===== config.mk =====
export PLATFORM = sky130hd
export DESIGN_NAME = exu_alu_cmt_pipe
export DESIGN_NICKNAME = d
export VERILOG_FILES = /design/src/rtl/exu_alu_cmt_pipe.sv
export SDC_FILE = /design/constraint.sdc
export NUM_CORES = 1
export LEC_CHECK = 0
export CORE_MARGIN = 10
export CORE_UTILIZATION = 54
export DETAILED_ROUTE_END_ITERATION = 8
export GPL_ROUTABILITY_DRIVEN = 0
export GPL_TIMING_DRIVEN = 0
export PLACE_DENSITY_LB_ADDON = 0.05
export SLEW_MARGIN = 20
export SYNTH_ARGS = -nofsm -noshare
export SYNTH_HDL_FRONTEND = slang
export SYNTH_SLANG_ARGS = --single-unit
export TNS_END_PERCENT = 5

===== constraint.sdc =====
create_clock -name clk -period 4.1 [get_ports clk]
set_input_delay 1.025 -clock clk [delete_from_list [all_inputs] [get_ports clk]]
set_output_delay 1.025 -clock clk [all_outputs]
set_load 0.005 [all_outputs]

===== src/rtl/exu_alu_cmt_pipe.sv =====
// rtl/exu_alu_cmt_pipe.sv - 2-entry registered buffer between ALU result stage and commit
module exu_alu_cmt_pipe #(
  parameter int PC_SIZE    = 32,
  parameter int INSTR_SIZE = 32,
  parameter int XLEN       = 32
) (
  input  logic                  clk,
  input  logic                  rst,
  input  logic                  flush_req,
  input  logic                  alu_i_valid,
  output logic                  alu_i_ready,
  input  logic [PC_SIZE-1:0]    alu_i_pc,
  input  logic [INSTR_SIZE-1:0] alu_i_instr,
  input  logic                  alu_i_pc_vld,
  input  logic [XLEN-1:0]       alu_i_imm,
  input  logic                  alu_i_bjp,
  input  logic                  alu_i_bjp_prdt,
  input  logic                  alu_i_ebreak,
  output logic                  cmt_o_valid,
  input  logic                  cmt_o_ready,
  output logic [PC_SIZE-1:0]    cmt_o_pc,
  output logic [INSTR_SIZE-1:0] cmt_o_instr,
  output logic                  cmt_o_pc_vld,
  output logic [XLEN-1:0]       cmt_o_imm,
  output logic                  cmt_o_bjp,
  output logic                  cmt_o_bjp_prdt,
  output logic                  cmt_o_ebreak,
  output logic [1:0]            occupancy,
  output logic                  halted
);

  // Slot storage: one register per payload field, indexed by the 1-bit pointers.
  logic [PC_SIZE-1:0]    pc_q       [2];
  logic [INSTR_SIZE-1:0] instr_q    [2];
  logic                  pc_vld_q   [2];
  logic [XLEN-1:0]       imm_q      [2];
  logic                  bjp_q      [2];
  logic                  bjp_prdt_q [2];
  logic                  ebreak_q   [2];

  logic       wr_ptr;
  logic       rd_ptr;
  logic [1:0] count;
  logic       halted_q;
  logic       run_q;
  logic       push;
  logic       pop;

  // run_q keeps the input closed during reset and opens it one cycle after release.
  assign alu_i_ready = run_q & (count != 2'd2) & ~flush_req & ~halted_q;
  assign cmt_o_valid = (count != 2'd0) & ~halted_q;
  assign push        = alu_i_valid & alu_i_ready;
  assign pop         = cmt_o_valid & cmt_o_ready;

  // Head payload is read straight from the slot registers, never from alu_i_*.
  assign cmt_o_pc       = pc_q[rd_ptr];
  assign cmt_o_instr    = instr_q[rd_ptr];
  assign cmt_o_pc_vld   = pc_vld_q[rd_ptr];
  assign cmt_o_imm      = imm_q[rd_ptr];
  assign cmt_o_bjp      = bjp_q[rd_ptr];
  assign cmt_o_bjp_prdt = bjp_prdt_q[rd_ptr];
  assign cmt_o_ebreak   = ebreak_q[rd_ptr];
  assign occupancy      = count;
  assign halted         = halted_q;

  // Slot write on accept; slots are cleared on reset so the idle payload reads as zero.
  always_ff @(posedge clk or negedge rst) begin
    if (!rst) begin
      for (int i = 0; i < 2; i++) begin
        pc_q[i]       <= '0;
        instr_q[i]    <= '0;
        pc_vld_q[i]   <= 1'b0;
        imm_q[i]      <= '0;
        bjp_q[i]      <= 1'b0;
        bjp_prdt_q[i] <= 1'b0;
        ebreak_q[i]   <= 1'b0;
      end
    end else if (push) begin
      pc_q[wr_ptr]       <= alu_i_pc;
      instr_q[wr_ptr]    <= alu_i_instr;
      pc_vld_q[wr_ptr]   <= alu_i_pc_vld;
      imm_q[wr_ptr]      <= alu_i_imm;
      bjp_q[wr_ptr]      <= alu_i_bjp;
      bjp_prdt_q[wr_ptr] <= alu_i_bjp_prdt;
      ebreak_q[wr_ptr]   <= alu_i_ebreak;
    end
  end

  // Pointers, count, halt and run flags; a flush empties the buffer after any same-cycle pop.
  always_ff @(posedge clk or negedge rst) begin
    if (!rst) begin
      wr_ptr   <= 1'b0;
      rd_ptr   <= 1'b0;
      count    <= 2'd0;
      halted_q <= 1'b0;
      run_q    <= 1'b0;
    end else begin
      run_q <= 1'b1;
      if (pop && cmt_o_ebreak) begin
        halted_q <= 1'b1;
      end
      if (flush_req) begin
        wr_ptr <= 1'b0;
        rd_ptr <= 1'b0;
        count  <= 2'd0;
      end else begin
        if (push) begin
          wr_ptr <= ~wr_ptr;
        end
        if (pop) begin
          rd_ptr <= ~rd_ptr;
        end
        if (push && !pop) begin
          count <= count + 2'd1;
        end else if (pop && !push) begin
          count <= count - 2'd1;
        end
      end
    end
  end

  a_no_overflow: assert property (@(posedge clk) disable iff (!rst)
    !(push && !pop && (count == 2'd2)));
  a_no_underflow: assert property (@(posedge clk) disable iff (!rst)
    !(pop && !push && (count == 2'd0)));
  a_count_range: assert property (@(posedge clk) disable iff (!rst)
    count <= 2'd2);

endmodule

==> results.ini <==
[run_status]
status=finished, final reports clean

[sta]
setup_viol=0
fmax_ghz=0.256
rsz0062_at_grt=false
hold_violations=0
layout_min_cycle_time_ns=3.90
tightest_slew_ns=0.698
setup_ws_ns=0.198
relSlewSlack=0.535
setup_tns_ns=0
clock_skew_ns=0.00950
slew_violations=0
fin_crit_sh=0.952

[floorplan]
io_pins=210
coreArea_sq_um=16700
fp-row-count=47
start_util=0.554
die_h_um=151
die_area_sq_um=22800
die_x_um=151

[route]
drtIter0Drc=128
wire_per_inst_um=21.7
viasPerCell=5.31
wl_met1_mm=9.26
wl_met2_mm=11.2
highest_layer=met5
ant_nets=0
drt_wl_total_mm=22.5
vias=5497
remaining_drc_errors=0
wl_met3_mm=1.54
drtPass1Iterations=4

[logic_synthesis]
synth-seq-cells=206
avgSynthCellArea_sq_um=16.3
synth_cell_types=26
synth_area_sq_um=9250
ys_warn_count=0
syn_inst=567
yosysSeqAreaShare=0.557
synth_fp_nets=672

[power_and_ir_drop]
p_int_mw=6.16
powerDensity_nw_per_um2=667
p_sw_frac=0.254
pwr-share-clk=0.236
p_leak_nw=5.70
power_switching_mw=2.10
combPwrFrac=0.374
p_seq_frac=0.390
ir_drop_mv=0.416

[job]
cap_viol_max_count=0

[global_routing]
grt_pass1_vias=6449
grt_max_degree=97
overflow=0
antenna_found_initial=1
track_usage=0.195
grt_pass1_wl_mm=35.4

[finish]
fin_nets=908
final_cell_area_sq_um=12400
antenna_cells=0
syn_to_final_growth_pct=33.9
post-route-util=0.742
drive_gt1_frac=0.444

[worst_setup_path]
critPathMaxStageDelay_ns=0.55
rr_endpoint=imm_q[24]$_DFFE_PN0P_
critPathMaxFanout=10
cpMostUsedCell=clkbuf_1
path_delay_family=buffers and inverters
required_ns=3.07
r2r-start=halted$_DFFE_PN0P_
critPathSlowestCell=clkbuf_1
r2r_slack_ns=1.53
cp_data_arrival_time_ns=2.88
worstSetupPathType=reg2out
crit_buf_inv=3
critPathCaptureType=output port
worstPathCellList=clkbuf_1, clkbuf_1, mux2_2, clkdlybuf4s50_1
rr_worst_depth=6
start_kind=register

[placed_design]
numPortBuffers=209
place_ws_ns=0.297
dpl_cell_area_sq_um=11700
place_hpwl_mm=16.2

[worst_hold_path]
hold_path.class=in2async

[clocking]
htree_levels=1
clock_path_buffers=3
clock-sinks=206
cts_inserted_buffers=23
clkSlewWorstSetupHoldPaths_ns=0.06
tritoncts=yes
clk_latency_ns=0.50
ctsHoldBuffers=0
clockRootBuffer=clkbuf_16

## sequential cells by signal, indices dropped and copies added, names as in the netlist
name / flops
pc_vld_q: 2
occupancy: 2
instr_q: 64
bjp_q: 2
imm_q: 64
pc_q: 64
halted: 1
bjp_prdt_q: 2
ebreak_q: 2
wr_ptr: 1
rd_ptr: 1
run_q: 1
## synth_stat cells, drive strengths merged
cell    count  area share
mux2      301        0.40
dfrtp     206        0.56
buf        21       0.018
clkbuf     13      0.0053
nor2        3      0.0012
a21oi       2      0.0011
inv         2     0.00081
nand2b      2      0.0014
nor2b       2      0.0014
a211oi      1     0.00081
a21o        1     0.00081
and2        1     0.00068
conb        1     0.00041
mux2i       1      0.0011
nand2       1     0.00041
nand3       1     0.00054
nor3        1     0.00054
nor4        1     0.00068
o21ai       1     0.00054
o21ba       1      0.0011
o31ai       1     0.00081
or3         1     0.00068
or3b        1     0.00095
or4         1      0.0012
## layer usage
layer / global-route usage / up-vias
met2: 0.333 / 151
li1: - / 2504
met3: 0.0561 / 32
met1: 0.238 / 2808
met4: 0.0491 / 2
met5: 0 / -
## layout by cell type, fill, tap and decap left out, types with 2 or more instances in the layout
cell type and n:
a21oi_1 2, buf_16 2, buf_2 11, buf_6 10, clkbuf_1 15, clkbuf_16 23, clkbuf_8 4, clkdlybuf4s50_1 208
clkinv_2 4, dfrtp_1 206, inv_1 2, mux2_2 212, mux2_4 89, nand2b_1 2, nor2_1 3, nor2b_1 2
## area by class of cell
class | instances | area (sq um)
sequential | 206 | 5150
fill | 1067 | 4310
multi-input combinational | 325 | 3870
timing repair buffer | 211 | 2150
clock buffer | 30 | 642
tap | 220 | 275
buffer | 34 | 218
clock inverter | 7 | 66.3
inverter | 2 | 7.51
## what timing repair did
item                                    CTS  global route
endpoints found under the setup margin    0             1
resized for setup                         0             2
setup buffers                             0             0
## cell families after synthesis
| group | synth area share |
|---|---|
| muxes | 0.404 |
| and+or+nand+nor | 0.00960 |
| AOI/OAI and AO/OA | 0.00514 |
| DFF | 0.557 |
| buffers and inverters | 0.0242 |
| other | 0.000405 |
## worst max-delay path by stage
stage,start,to,cells after the start,slack (ns)
floorplan,flush_req,bjp_prdt_q[1]$_DFFE_PN0P_,6,1.37
global placement,rst,pc_q[19]$_DFFE_PN0P_,1,-6.10
detailed placement,flush_req,alu_i_ready,5,0.30
CTS,rd_ptr$_DFFE_PN0P_,cmt_o_pc[28],4,0.09
global route,rd_ptr$_DFFE_PN0P_,cmt_o_pc[1],4,0.05
finish,rd_ptr$_DFFE_PN0P_,cmt_o_imm[1],4,0.20
## through the flow
stage | power (mW) | cells | hold WS (ns)
CTS | 8.36 | 1035 | 0.338
global route | 8.69 | 1035 | 0.345
detailed placement | 6.35 | 998 | 0.490
finish | 8.26 | 1035 | 0.354
global placement | 6.20 | 996 | 0.483
floorplan | 4.71 | 567 | 0.475
## power groups by stage
| stage | Sequential (mW) | Clock [mW] | Combinational, mW |
|---|---|---|---|
| after CTS | 3.22 | 1.99 | 3.15 |
| after global routing | 3.32 | 2.07 | 3.31 |
| after floorplan | 3.09 | 0 | 1.63 |
| after global placement | 3.17 | 0 | 3.04 |
| after detailed placement | 3.24 | 0 | 3.12 |
| final | 3.22 | 1.95 | 3.09 |
No activity file was read; power rests on OpenSTA's default activity.
